===== src/rtl/pll_speed_ctrl_if.sv =====
// Avalon-MM management bus between the speed controller and the pll_cfg reconfiguration block.
// Latency: none, pure signal bundle.
// Backpressure: slave stretches any write by holding mgmt_waitrequest high.
interface pll_speed_ctrl_if;
   logic        mgmt_write;
   logic [5:0]  mgmt_address;
   logic [31:0] mgmt_writedata;
   logic        mgmt_waitrequest;

   // Controller side drives the transfer, pll_cfg answers with waitrequest
   modport master (
      output mgmt_write,
      output mgmt_address,
      output mgmt_writedata,
      input  mgmt_waitrequest
   );

   modport slave (
      input  mgmt_write,
      input  mgmt_address,
      input  mgmt_writedata,
      output mgmt_waitrequest
   );
endinterface


===== src/rtl/pll_speed_ctrl.sv =====
// Filters the requested speed profile and reprograms pll_cfg (mode, K, start), then waits for relock.
// Latency: WR_MODE starts 3+STABLE_CYCLES cycles after a profile input edge; hold drops SETTLE_CYCLES after relock.
// Backpressure: each write is held with stable address/data for as long as mgmt_waitrequest is high.
module pll_speed_ctrl #(
   parameter int unsigned STABLE_CYCLES = 4,
   parameter int unsigned GAP_CYCLES    = 3,
   parameter int unsigned LOCK_TIMEOUT  = 65535,
   parameter int unsigned SETTLE_CYCLES = 1024,
   parameter logic [31:0] K_NATIVE      = 32'd3639383488,
   parameter logic [31:0] K_UNDER       = 32'd2971430088,
   parameter logic [31:0] K_BOOT        = 32'd2748778984
) (
   input  logic                 clk_50m,
   input  logic                 reset,
   input  logic                 underclock,
   input  logic                 bootleg,
   input  logic                 pll_locked,
   pll_speed_ctrl_if.master     mgmt,
   output logic                 busy,
   output logic                 core_hold,
   output logic                 lock_error,
   output logic [1:0]           active_profile
);

   typedef enum logic [3:0] {
      IDLE, WR_MODE, GAP1, WR_K, GAP2, WR_START, WAIT_UNLOCK, WAIT_LOCK, SETTLE
   } state_t;

   state_t      state;
   state_t      state_nxt;

   logic [1:0]  uc_sync;
   logic [1:0]  bl_sync;
   logic [1:0]  lk_sync;
   logic        lock_s;

   logic [1:0]  target;
   logic [1:0]  cand;
   logic [31:0] stab_cnt;
   logic [1:0]  filt;
   logic        pending;

   logic [1:0]  req;
   logic [31:0] step_cnt;
   logic        gap_done;
   logic        wait_expired;
   logic        settle_done;
   logic [31:0] k_word;

   assign lock_s       = lk_sync[1];
   assign target       = bl_sync[1] ? 2'd2 : (uc_sync[1] ? 2'd1 : 2'd0);
   assign pending      = (filt != active_profile);
   assign gap_done     = (step_cnt == GAP_CYCLES - 1);
   assign wait_expired = (step_cnt == LOCK_TIMEOUT - 1);
   assign settle_done  = (step_cnt == SETTLE_CYCLES - 1);

   // Two-flop synchronizers for the asynchronous level inputs
   always_ff @(posedge clk_50m) begin
      if (reset) begin
         uc_sync <= 2'b00;
         bl_sync <= 2'b00;
         lk_sync <= 2'b00;
      end else begin
         uc_sync <= {uc_sync[0], underclock};
         bl_sync <= {bl_sync[0], bootleg};
         lk_sync <= {lk_sync[0], pll_locked};
      end
   end

   // Debounce the target: accept it only after STABLE_CYCLES identical samples
   always_ff @(posedge clk_50m) begin
      if (reset) begin
         cand     <= 2'd0;
         stab_cnt <= 32'd0;
         filt     <= 2'd0;
      end else if (target != cand) begin
         cand     <= target;
         stab_cnt <= 32'd1;
      end else begin
         if (stab_cnt < STABLE_CYCLES) begin
            stab_cnt <= stab_cnt + 32'd1;
         end
         if (stab_cnt == STABLE_CYCLES - 1) begin
            filt <= cand;
         end
      end
   end

   // State register
   always_ff @(posedge clk_50m) begin
      if (reset) begin
         state <= IDLE;
      end else begin
         state <= state_nxt;
      end
   end

   // Next-state: writes advance on a cycle without waitrequest, waits advance on lock edge or timeout
   always_comb begin
      state_nxt = state;
      unique case (state)
         IDLE:        if (pending)                       state_nxt = WR_MODE;
         WR_MODE:     if (!mgmt.mgmt_waitrequest)        state_nxt = GAP1;
         GAP1:        if (gap_done)                      state_nxt = WR_K;
         WR_K:        if (!mgmt.mgmt_waitrequest)        state_nxt = GAP2;
         GAP2:        if (gap_done)                      state_nxt = WR_START;
         WR_START:    if (!mgmt.mgmt_waitrequest)        state_nxt = WAIT_UNLOCK;
         WAIT_UNLOCK: if (!lock_s || wait_expired)       state_nxt = WAIT_LOCK;
         WAIT_LOCK:   if (lock_s || wait_expired)        state_nxt = SETTLE;
         SETTLE:      if (settle_done)                   state_nxt = IDLE;
         default:                                        state_nxt = IDLE;
      endcase
   end

   // Per-state step counter, request latch, sticky timeout flag and applied profile
   always_ff @(posedge clk_50m) begin
      if (reset) begin
         step_cnt       <= 32'd0;
         req            <= 2'd0;
         lock_error     <= 1'b0;
         active_profile <= 2'd0;
      end else begin
         if (state == IDLE || state_nxt != state) begin
            step_cnt <= 32'd0;
         end else begin
            step_cnt <= step_cnt + 32'd1;
         end
         if (state == IDLE && pending) begin
            req <= filt;
         end
         if ((state == WAIT_UNLOCK && lock_s && wait_expired) ||
             (state == WAIT_LOCK && !lock_s && wait_expired)) begin
            lock_error <= 1'b1;
         end
         if (state == SETTLE && settle_done) begin
            active_profile <= req;
         end
      end
   end

   // K word for the latched request
   always_comb begin
      unique case (req)
         2'd2:    k_word = K_BOOT;
         2'd1:    k_word = K_UNDER;
         default: k_word = K_NATIVE;
      endcase
   end

   // Outputs decoded from state; bus returns to zero outside the write states
   always_comb begin
      mgmt.mgmt_write     = 1'b0;
      mgmt.mgmt_address   = 6'd0;
      mgmt.mgmt_writedata = 32'd0;
      busy                = (state != IDLE);
      core_hold           = (state != IDLE);
      case (state)
         WR_MODE: begin
            mgmt.mgmt_write = 1'b1;
         end
         WR_K: begin
            mgmt.mgmt_write     = 1'b1;
            mgmt.mgmt_address   = 6'd7;
            mgmt.mgmt_writedata = k_word;
         end
         WR_START: begin
            mgmt.mgmt_write   = 1'b1;
            mgmt.mgmt_address = 6'd2;
         end
         default: begin
            mgmt.mgmt_write = 1'b0;
         end
      endcase
   end

endmodule


===== src/flat_wrapper.sv =====
// flat-port wrapper written by rule: the top's interface ports become plain ports
module pll_speed_ctrl_flat 
#(
   parameter int unsigned STABLE_CYCLES = 4,
   parameter int unsigned GAP_CYCLES    = 3,
   parameter int unsigned LOCK_TIMEOUT  = 65535,
   parameter int unsigned SETTLE_CYCLES = 1024,
   parameter logic [31:0] K_NATIVE      = 32'd3639383488,
   parameter logic [31:0] K_UNDER       = 32'd2971430088,
   parameter logic [31:0] K_BOOT        = 32'd2748778984
)
  (clk_50m, reset, underclock, bootleg, pll_locked, busy, core_hold, lock_error, active_profile, mgmt_mgmt_write, mgmt_mgmt_address, mgmt_mgmt_writedata, mgmt_mgmt_waitrequest);
  pll_speed_ctrl_if mgmt_i ();
  input  logic clk_50m;
  input  logic reset;
  input  logic underclock;
  input  logic bootleg;
  input  logic pll_locked;
  output logic busy;
  output logic core_hold;
  output logic lock_error;
  output logic [1:0] active_profile;
  output wire logic [$bits(mgmt_i.mgmt_write)-1:0] mgmt_mgmt_write;
  output wire logic [$bits(mgmt_i.mgmt_address)-1:0] mgmt_mgmt_address;
  output wire logic [$bits(mgmt_i.mgmt_writedata)-1:0] mgmt_mgmt_writedata;
  input wire logic [$bits(mgmt_i.mgmt_waitrequest)-1:0] mgmt_mgmt_waitrequest;
  assign mgmt_mgmt_write = mgmt_i.mgmt_write;
  assign mgmt_mgmt_address = mgmt_i.mgmt_address;
  assign mgmt_mgmt_writedata = mgmt_i.mgmt_writedata;
  assign mgmt_i.mgmt_waitrequest = mgmt_mgmt_waitrequest;
  pll_speed_ctrl #(.STABLE_CYCLES(STABLE_CYCLES), .GAP_CYCLES(GAP_CYCLES), .LOCK_TIMEOUT(LOCK_TIMEOUT), .SETTLE_CYCLES(SETTLE_CYCLES), .K_NATIVE(K_NATIVE), .K_UNDER(K_UNDER), .K_BOOT(K_BOOT)) u_core (.clk_50m(clk_50m), .reset(reset), .underclock(underclock), .bootleg(bootleg), .pll_locked(pll_locked), .mgmt(mgmt_i), .busy(busy), .core_hold(core_hold), .lock_error(lock_error), .active_profile(active_profile));
endmodule

===== config.mk =====
export PLATFORM = sky130hd
export DESIGN_NAME = pll_speed_ctrl_flat
export DESIGN_NICKNAME = d
export VERILOG_FILES = /design/src/rtl/pll_speed_ctrl_if.sv /design/src/rtl/pll_speed_ctrl.sv /design/src/flat_wrapper.sv
export SDC_FILE = /design/constraint.sdc
export NUM_CORES = 1
export LEC_CHECK = 0
export BUFFER_PORTS_ARGS = -buffer_cell sky130_fd_sc_hd__clkbuf_2
export CAP_MARGIN = 10
export CORE_UTILIZATION = 58
export DETAILED_ROUTE_END_ITERATION = 7
export PLACE_DENSITY = 0.9
export REMOVE_ABC_BUFFERS = 1
export SYNTH_ARGS = -nofsm -noshare
export SYNTH_HDL_FRONTEND = slang
export SYNTH_SLANG_ARGS = --single-unit

===== constraint.sdc =====
create_clock -name clk_50m -period 2.3 [get_ports clk_50m]
set_input_delay 0.345 -clock clk_50m [delete_from_list [all_inputs] [get_ports clk_50m]]
set_output_delay 0.345 -clock clk_50m [all_outputs]
set_load 0.01 [all_outputs]

==> flow_metrics.py, run 1 <==
metrics = {
    "status": {
        "run_status": "complete, no violations",
    },
    "clock_network": {
        "postCtsSetupBuffers": 0,
        "clockBufferDepth": 2,
        "cts_tree": "built",
        "root_buffer": "clkbuf_8",
        "h-tree-depth": 3,
        "numCtsBuffers": 9,
        "cts_sinks": 83,
        "path_clk_slew_ns": 0.09,
        "clock_latency_ns": 0.36,
    },
    "hold_path": {
        "min_from": "bootleg",
        "min_to": "u_core.bl_sync[0]",
        "min_path_cells": 2,
        "min_path_type": "input pin to flip-flop",
    },
    "synth": {
        "post-synth-top-area-cell": "dfxtp_1",
        "synth_area_per_cell_um2": 10.1,
        "syn-cell-area_mm2": 0.00418,
        "ys_top_cells_by_count": "dfxtp_1 (83), and2_1 (34), buf_4 (33), a211oi_2 (28), nor2_1 (20)",
        "synth_most_common_cell": "dfxtp_1",
        "async_flop_share_pct": 0,
        "synthXorXnorAreaFrac_pct": 7.12,
        "synth_ff_type": "dfxtp_1",
        "yosys_warnings": 0,
        "yosys.area_share.simple_pct": 24.2,
        "netlist_instances": 416,
        "synth.area.top_cells": "dfxtp_1 (40%), a211oi_2 (8.4%), buf_4 (5.9%), and2_1 (5.1%), xnor2_1 (3.8%)",
        "ys_ff_latch": 83,
        "synth_cell_type_count": 57,
        "synth_top_family_by_area": "simple AND/OR/NAND/NOR gates",
        "synthMuxAreaShare_pct": 1.68,
        "synth_edf_count": 0,
        "synth.top_cell.area_share_pct": 39.7,
        "synth_compound_area_share_pct": 15.0,
        "synth_fa_ha_area_share_pct": 2.09,
        "ys_seq_area_share_pct": 39.7,
    },
    "global_routing": {
        "grt_pass1_vias": 2697,
        "grt_pass1_wl_um": 12500,
        "grt_max_degree": 34,
        "antenna_found_initial": 0,
        "track_usage_pct": 20.8,
        "grt-ovfl-total": 0,
    },
    "power": {
        "p_seq_share_pct": 57.2,
        "leakage_nw": 1.61,
        "comb_power_share_pct": 2.8,
        "power.density_mw_per_mm2": 567,
        "p_sw_w": 0.000639,
        "internal_power_w": 0.00190,
        "clockPowerShare_pct": 40.0,
        "swShare_pct": 25.2,
        "vdd_drop_max_v": 0.000496,
    },
    "critical_path": {
        "path_class": "flip-flop to output port",
        "cp_cell_sequence": "nand2_1 > or3_1 > inv_2 > and2_1 > clkbuf_2",
        "r2r_slack_ns": 0.19,
        "cp_slowest_cell": "dfxtp_4",
        "r2r_cells": 6,
        "crit_required_ns": 1.96,
        "max_stage_delay_ns": 0.43,
        "critical_path_peak_fanout": 11,
        "cp-start-kind": "flip-flop",
        "r2r-start": "u_core.state[2]",
        "critPathLaunch": "u_core.state[0]",
        "crit_arrival_ns": 1.84,
        "crit_path_end_kind": "output port",
        "r2r-end": "u_core.step_cnt[2]",
    },
    "placed_design": {
        "placed_cell_area_mm2": 0.00427,
        "portBuffers": 40,
        "hpwl_um": 5210,
        "pre_cts_ws_ns": 0.255,
        "gp_congestion": 0.862,
    },
    "timing": {
        "setup_viol": 0,
        "fin_ws_ns": 0.115,
        "clock_skew_ns": 0.00859,
        "fin_crit_sh_pct": 95.0,
        "tightest_slew_ns": 0.587,
        "maxSlewHeadroom_pct": 60.5,
        "rsz0062_at_grt": "no",
        "timing.final.crit_period_ns": 2.19,
        "drv_slew": 0,
        "max_freq_ghz": 0.458,
        "hold_viol": 0,
    },
    "layout": {
        "finalInstanceArea_mm2": 0.00448,
        "final_net_count": 444,
        "area.growth.synth_to_final_pct": 7.18,
        "antennaDiodeCount": 0,
        "top_regs": "u_core.stab_cnt (32), u_core.step_cnt (32), u_core.state (4)",
        "drive_gt1_share_pct": 27.3,
    },
    "drt": {
        "wl_per_cell_um": 14.4,
        "drtIter0Drc": 151,
        "vias": 3006,
        "vias_per_cell": 5.65,
        "detail_route.wirelength_um": 7660,
        "drc_errors": 0,
        "dr.pass1.iters": 5,
        "ant_nets": 0,
    },
    "floorplan": {
        "io_pins": 50,
        "initial_utilization_pct": 60.9,
        "dieWidth_um": 86.9,
        "dieHeight_um": 86.9,
        "row_count": 30,
        "coreArea_mm2": 0.00687,
        "dieArea_mm2": 0.00755,
    },
    "run": {
        "maxCapViolCount": 0,
    },
}
## power groups by stage
| stage | combinational, W | clock [W] | sequential, W |
|---|---|---|---|
| after floorplan | 0.0000459 | 0 | 0.00149 |
| after global placement | 0.0000675 | 0 | 0.00149 |
| after detailed placement | 0.0000707 | 0 | 0.00149 |
| after CTS | 0.0000712 | 0.00103 | 0.00145 |
| after global routing | 0.0000800 | 0.00110 | 0.00145 |
| final | 0.0000713 | 0.00102 | 0.00145 |
## layer usage
metal | global-route usage (%) | up-vias | part of all wire [%]
li1 | - | 1472 | -
met1 | 25.8 | 1424 | 43
met2 | 35.6 | 94 | 51
met3 | 4.93 | 16 | 5.0
met4 | 6.52 | 0 | 1.4
met5 | 0 | - | 0
## cell type report
cell class                      instances  area, µm²
Fill cell                             504       2390
Multi-Input combinational cell        276       2140
Sequential cell                        83       1670
Timing Repair Buffer                   49        305
Clock buffer                            9        124
Tap cell                               96        120
Clock inverter                          7       78.8
Inverter                               12       45.0
## cells by family (layout without fill, tap and decap cells)
group                    count (synthesis)  after routing
multiplexers                             7              7
AND/OR/NAND/NOR                        158            158
other                                    1              9
adder cells (fa/ha/maj)                  7              7
XOR/XNOR                                34             34
AO/OA/AOI/OAI                           61             61
flip-flops                              83             83
buffers and inverters                   65             77
## timing repair
item / 4_1_cts / 5_1_grt
endpoints found under the hold margin: 0 / 0
hold buffers: 0 / 0
gates resized for setup: 2 / 3
setup endpoints to repair: 16 / 12
## how the worst max path moves through the flow
stage / end / slack, ns / cells after the start
3_3_place_gp: u_core.step_cnt[5] / 0.33 / 8
4_1_cts: mgmt_mgmt_writedata[15] / 0.01 / 5
5_1_grt: mgmt_mgmt_writedata[21] / 0.02 / 5
3_5_place_dp: u_core.step_cnt[5] / 0.25 / 8
2_1_floorplan: u_core.step_cnt[5] / -0.42 / 5
6_report: mgmt_mgmt_writedata[15] / 0.11 / 5
## cell usage in the layout (no fill, tap or decap), drive strengths merged, types with 9 or more instances in the layout
| cell | n |
|---|---|
| dfxtp | 83 |
| clkbuf | 49 |
| and2 | 35 |
| a211oi | 31 |
| nor2 | 20 |
| xnor2 | 18 |
| xor2 | 16 |
| nand3 | 16 |
| nor4 | 16 |
| inv | 15 |
| nand2 | 12 |
| a21oi | 12 |
| nand4 | 11 |
| nor2b | 9 |
| conb | 9 |
| buf | 9 |
## critical path: cells and delay by family (launching register included)
family / cells / cell delay (ns)
buf+inv: 2 / 0.30
simple gates: 3 / 0.76
flops: 1 / 0.43
## stage by stage
step                      setup TNS, ns  hold WS (ns)  utilization, %  total power, W  instances
after floorplan                  -10.43         0.414               -         0.00153        371
after global routing                  0         0.196            65.2         0.00263        532
after global placement                0         0.422            62.1         0.00155        516
after detailed placement              0         0.436            62.1         0.00156        516
final                                 0         0.193            65.2         0.00254        532
after CTS                             0         0.189            65.1         0.00256        532
Power figures use the tool's default switching activity.
==> inputs of run 2 (changes only) <==
--- a/config.mk
+++ b/config.mk
@@ -7,9 +7,10 @@
 export LEC_CHECK = 0
 export BUFFER_PORTS_ARGS = -buffer_cell sky130_fd_sc_hd__clkbuf_2
 export CAP_MARGIN = 10
-export CORE_UTILIZATION = 58
+export CORE_UTILIZATION = 55
 export DETAILED_ROUTE_END_ITERATION = 7
-export PLACE_DENSITY = 0.9
+export GPL_TIMING_DRIVEN = 0
+export PLACE_DENSITY = 0.87
 export REMOVE_ABC_BUFFERS = 1
 export SYNTH_ARGS = -nofsm -noshare
 export SYNTH_HDL_FRONTEND = slang
==> flow_metrics.py, run 2 (synthesized netlist as in run 1, its figures left out) <==
metrics = {
    "status": {
        "run_status": "complete, no violations",
    },
    "floorplan": {
        "coreArea_mm2": 0.00729,
        "dieArea_mm2": 0.00796,
        "io_pins": 50,
        "dieWidth_um": 89.2,
        "dieHeight_um": 89.2,
        "initial_utilization_pct": 57.3,
        "row_count": 31,
    },
    "timing": {
        "hold_viol": 0,
        "drv_slew": 0,
        "clock_skew_ns": 0.0113,
        "maxSlewHeadroom_pct": 56.6,
        "setup_viol": 0,
        "timing.final.crit_period_ns": 2.19,
        "fin_crit_sh_pct": 95.1,
        "max_freq_ghz": 0.457,
        "fin_ws_ns": 0.113,
        "rsz0062_at_grt": "no",
        "tightest_slew_ns": 0.644,
    },
    "clock_network": {
        "clock_latency_ns": 0.37,
        "clockBufferDepth": 2,
        "h-tree-depth": 3,
        "cts_sinks": 83,
        "cts_tree": "built",
        "path_clk_slew_ns": 0.10,
        "root_buffer": "clkbuf_8",
        "numCtsBuffers": 9,
    },
    "placed_design": {
        "gp_congestion": 0.826,
        "dp.cells": 516,
        "pre_cts_ws_ns": -0.316,
        "placed_cell_area_mm2": 0.00428,
        "portBuffers": 40,
        "hpwl_um": 5630,
    },
    "hold_path": {
        "min_from": "underclock",
        "min_path_type": "input pin to flip-flop",
        "min_path_cells": 2,
        "min_to": "u_core.uc_sync[0]",
    },
    "run": {
        "maxCapViolCount": 0,
    },
    "critical_path": {
        "cp_slowest_cell": "dfxtp_2",
        "critPathLaunch": "u_core.step_cnt[0]",
        "crit_required_ns": 2.56,
        "crit_arrival_ns": 2.45,
        "r2r_slack_ns": 0.11,
        "path_class": "flip-flop to flip-flop",
        "r2r_cells": 9,
        "crit_path_end_kind": "flip-flop",
        "critical_path_peak_fanout": 15,
        "r2r-start": "u_core.step_cnt[0]",
        "max_stage_delay_ns": 0.37,
        "cp-start-kind": "flip-flop",
        "r2r-end": "u_core.step_cnt[5]",
        "cp_cell_sequence": "inv_1 > ha_1 > nor4b_1 > and4_1 > a31oi_2 > o311ai_4 > buf_8 > buf_16 > a221oi_1",
    },
    "global_routing": {
        "grt_max_degree": 24,
        "track_usage_pct": 20.7,
        "grt_pass1_wl_um": 12600,
        "grt-ovfl-total": 0,
        "antenna_found_initial": 0,
        "grt_pass1_vias": 2795,
    },
    "drt": {
        "detail_route.wirelength_um": 8090,
        "dr.pass1.iters": 4,
        "drc_errors": 0,
        "vias": 3006,
        "ant_nets": 0,
        "wl_per_cell_um": 15.1,
        "vias_per_cell": 5.60,
        "drtIter0Drc": 193,
    },
    "layout": {
        "top_regs": "u_core.stab_cnt (32), u_core.step_cnt (32), u_core.state (4)",
        "drive_gt1_share_pct": 28.5,
        "area.growth.synth_to_final_pct": 8.80,
        "antennaDiodeCount": 0,
        "finalInstanceArea_mm2": 0.00455,
        "fin_cells": 537,
        "multi_input_area_mm2": 0.00215,
        "final_common_cell": "dfxtp_1",
        "mostFrequentLayoutCells": "dfxtp_1 (79), clkbuf_2 (40), and2_1 (35)",
        "final_net_count": 446,
        "seqCellArea_mm2": 0.00167,
        "fill_cells": 557,
    },
    "power": {
        "power.density_mw_per_mm2": 563,
        "power_w": 0.00256,
        "leakage_nw": 1.64,
        "vdd_drop_max_v": 0.000463,
    },
}
[run 2: cell count changes in the layout (fill, tap and decap cells not counted), moves of 2 or more]
| cell | previous run | this run |
|---|---|---|
| buf_12 | 3 | 1 |
| buf_16 | 0 | 2 |
| buf_8 | 0 | 3 |
| dfxtp_1 | 81 | 79 |
| dfxtp_2 | 1 | 3 |
| inv_8 | 1 | 3 |
[run 2: cell type report]
cell class	instances	share of cell area, %
inverter	12	0.990
timing repair buffer	51	7.87
multi-input combinational	276	47.3
tap	99	2.72
clock inverter	7	1.68
sequential	83	36.7
clock buffer	9	2.72
[run 2: metrics by stage]
stage          setup TNS [ns]  hold WS, ns  util [%]
5_1_grt                     0        0.181      62.4
6_report                    0        0.177      62.4
3_3_place_gp           -30.10        0.415      57.1
4_1_cts                     0        0.170      61.9
2_1_floorplan          -10.43        0.414         -
3_5_place_dp            -6.37        0.445      58.6
[run 2: routing by layer]
layer	GRT usage [%]	wire [µm]	vias to the layer above
met3	5.72	316	21
met2	35.3	4110	77
met5	0	0	-
met4	10.4	217	0
met1	23.8	3440	1433
li1	-	-	1475
[run 2: how the worst max path moves through the flow]
stage                                   end  depth (start not counted)  slack (ns)
floorplan                u_core.step_cnt[5]                          5       -0.42
finish                   u_core.step_cnt[5]                          9        0.11
global route             u_core.step_cnt[5]                          9        0.02
global placement         u_core.step_cnt[5]                          5       -0.98
detailed placement       u_core.step_cnt[5]                          7       -0.32
CTS                 mgmt_mgmt_writedata[21]                          5       0.003
[run 2: worst max-delay path: cells and delay by family, from the launching register on]
family	cells	cell delay, ns
buf+inv	3	0.39
flops	1	0.37
simple gates	2	0.37
fa+ha+maj	1	0.22
compound gates	3	0.74
[run 2: what timing repair did]
item	4_1_cts	5_1_grt
hold buffers	0	0
pin swaps	2	1
buffers inserted	2	3
gates cloned	0	0
setup endpoints to repair	49	48
gates resized for setup	4	6
[run 2: power breakdown]
part / internal, W / leakage, nW / switching [W] / total, W
sequential: 0.00145 / 0.673 / 0.00000768 / 0.00145
combinational: 0.0000274 / 0.867 / 0.0000459 / 0.0000733
clock: 0.000433 / 0.103 / 0.000601 / 0.00103
==> inputs of run 3 (changes only) <==
--- a/config.mk
+++ b/config.mk
@@ -5,7 +5,7 @@
 export SDC_FILE = /design/constraint.sdc
 export NUM_CORES = 1
 export LEC_CHECK = 0
-export BUFFER_PORTS_ARGS = -buffer_cell sky130_fd_sc_hd__clkbuf_2
+export BUFFER_PORTS_ARGS = -buffer_cell sky130_fd_sc_hd__buf_2
 export CAP_MARGIN = 10
 export CORE_UTILIZATION = 55
 export DETAILED_ROUTE_END_ITERATION = 7
==> flow_metrics.py, run 3 (synthesized netlist as in run 1, its figures left out) <==
metrics = {
    "placed_design": {
        "pre_cts_ws_ns": -0.278,
        "hpwl_um": 5540,
        "portBuffers": 40,
        "gp_congestion": 0.819,
        "placed_cell_area_mm2": 0.00427,
    },
    "global_routing": {
        "use_met1_pct": 24.0,
        "grt_max_degree": 24,
        "grt.busiest_layer": "met2",
        "grt.met2_usage_pct": 32.6,
        "grt_pass1_wl_um": 12000,
        "met3_usage_pct": 5.17,
        "track_usage_pct": 19.4,
        "grt_pass1_vias": 2646,
        "grt-ovfl-total": 0,
        "antenna_found_initial": 0,
    },
    "clock_network": {
        "h-tree-depth": 3,
        "clock_latency_ns": 0.36,
        "clockBufferDepth": 2,
        "numCtsBuffers": 9,
        "path_clk_slew_ns": 0.10,
        "cts_sinks": 83,
        "cts_tree": "built",
        "root_buffer": "clkbuf_8",
        "ctsHoldBuffers": 0,
    },
    "floorplan": {
        "dieHeight_um": 89.2,
        "row_count": 31,
        "io_pins": 50,
        "dieArea_mm2": 0.00796,
        "initial_utilization_pct": 57.3,
        "dieWidth_um": 89.2,
        "coreArea_mm2": 0.00729,
    },
    "timing": {
        "tightest_slew_ns": 0.722,
        "hold_viol": 0,
        "timing.final.crit_period_ns": 2.27,
        "fin_ws_ns": 0.0314,
        "fin_crit_sh_pct": 98.6,
        "max_freq_ghz": 0.441,
        "maxSlewHeadroom_pct": 51.9,
        "hold_ws_ns": 0.194,
        "drv_slew": 0,
        "clock_skew_ns": 0.0120,
        "setup_viol": 0,
    },
    "layout": {
        "fill_cells": 588,
        "final_common_cell": "dfxtp_1",
        "antennaDiodeCount": 0,
        "area.growth.synth_to_final_pct": 8.23,
        "mostFrequentLayoutCells": "dfxtp_1 (80), buf_2 (40), and2_1 (34)",
        "finalCoreUtilization_pct": 62.1,
        "final_net_count": 443,
        "drive_gt1_share_pct": 27.6,
        "top_regs": "u_core.stab_cnt (32), u_core.step_cnt (32), u_core.state (4)",
        "finalInstanceArea_mm2": 0.00453,
    },
    "drt": {
        "ant_nets": 0,
        "dr.pass1.iters": 4,
        "vias": 3089,
        "detail_route.wirelength_um": 8270,
        "vias_per_cell": 5.78,
        "drc_errors": 0,
        "drtIter0Drc": 206,
        "wl_per_cell_um": 15.5,
    },
    "critical_path": {
        "path_class": "flip-flop to flip-flop",
        "crit_required_ns": 2.54,
        "cp_num_buf_inv": 1,
        "critPathTopFamily": "simple AND/OR/NAND/NOR gates",
        "crit_path_end_kind": "flip-flop",
        "crit_arrival_ns": 2.50,
        "cp_slowest_cell": "a22oi_2",
        "max_stage_delay_ns": 0.50,
        "cp_cell_sequence": "nor4_2 > and4_2 > nand3_2 > a22oi_2 > buf_8 > a221oi_1",
        "critical_path_peak_fanout": 15,
        "cp-start-kind": "flip-flop",
    },
    "hold_path": {
        "min_path_type": "input pin to flip-flop",
    },
    "run": {
        "maxCapViolCount": 0,
    },
    "status": {
        "run_status": "complete, no violations",
    },
    "power": {
        "leakage_nw": 1.66,
        "vdd_drop_max_v": 0.000399,
        "power.density_mw_per_mm2": 586,
    },
}
-- run 3: cell count changes in the layout (fill, tap and decap cells not counted), sizes merged --
cell and delta:
clkinv -2, inv -1, bufinv +1, clkbuf -39
clkinvlp +1, buf +37
-- run 3: area by class of cell --
class | instances | area, µm² | area share (%)
tap | 99 | 124 | 2.74
timing repair buffer | 48 | 315 | 6.97
clock buffer | 10 | 138 | 3.04
inverter | 12 | 45.0 | 0.995
multi-input combinational | 276 | 2160 | 47.7
clock inverter | 6 | 77.6 | 1.71
sequential | 83 | 1670 | 36.9
-- run 3: stage by stage --
step | instances | setup TNS (ns) | total power, W
after CTS | 533 | 0 | 0.00267
after floorplan | 371 | -10.43 | 0.00153
after global routing | 534 | -0.497 | 0.00274
final | 534 | 0 | 0.00265
after global placement | 510 | -30.22 | 0.00155
after detailed placement | 516 | -4.64 | 0.00156
-- run 3: per-layer routing --
| layer | up-vias | wire length (µm) |
|---|---|---|
| met5 | - | 0 |
| met4 | 0 | 130 |
| met3 | 19 | 461 |
| met2 | 119 | 4200 |
| met1 | 1483 | 3480 |
| li1 | 1468 | - |
-- run 3: path summary, 6_finish.rpt --
kind              slack, ns                  to           startpoint  cells past startpoint
setup / recovery       0.03  u_core.step_cnt[5]  u_core.step_cnt[19]                      6
hold / removal         0.19   u_core.lk_sync[0]           pll_locked                      2
setup reg to reg       0.03  u_core.step_cnt[5]  u_core.step_cnt[19]                      6
hold reg to reg        0.45   u_core.uc_sync[1]    u_core.uc_sync[0]                      1
-- run 3: timing repair --
action                                  4_1_cts  5_1_grt
setup buffers                                 1        1
cloned                                        0        0
endpoints found under the setup margin       39       36
pin swaps                                     2        2
gates resized for setup                       4        5
-- run 3: worst reg2reg max path, stage by stage (launching register included) --
cell and delay, ns:
dfxtp_1 0.38, nor4_2 0.36, and4_2 0.39, nand3_2 0.17, a22oi_2 0.50, buf_8 0.25, a221oi_1 0.10
-- run 3: power breakdown --
group / switching (W) / leakage [nW] / internal, W / total [W]
Clock: 0.000574 / 0.107 / 0.000554 / 0.00113
Sequential: 0.00000716 / 0.672 / 0.00145 / 0.00145
Combinational: 0.0000447 / 0.880 / 0.0000266 / 0.0000714
Total: 0.000626 / 1.66 / 0.00203 / 0.00265
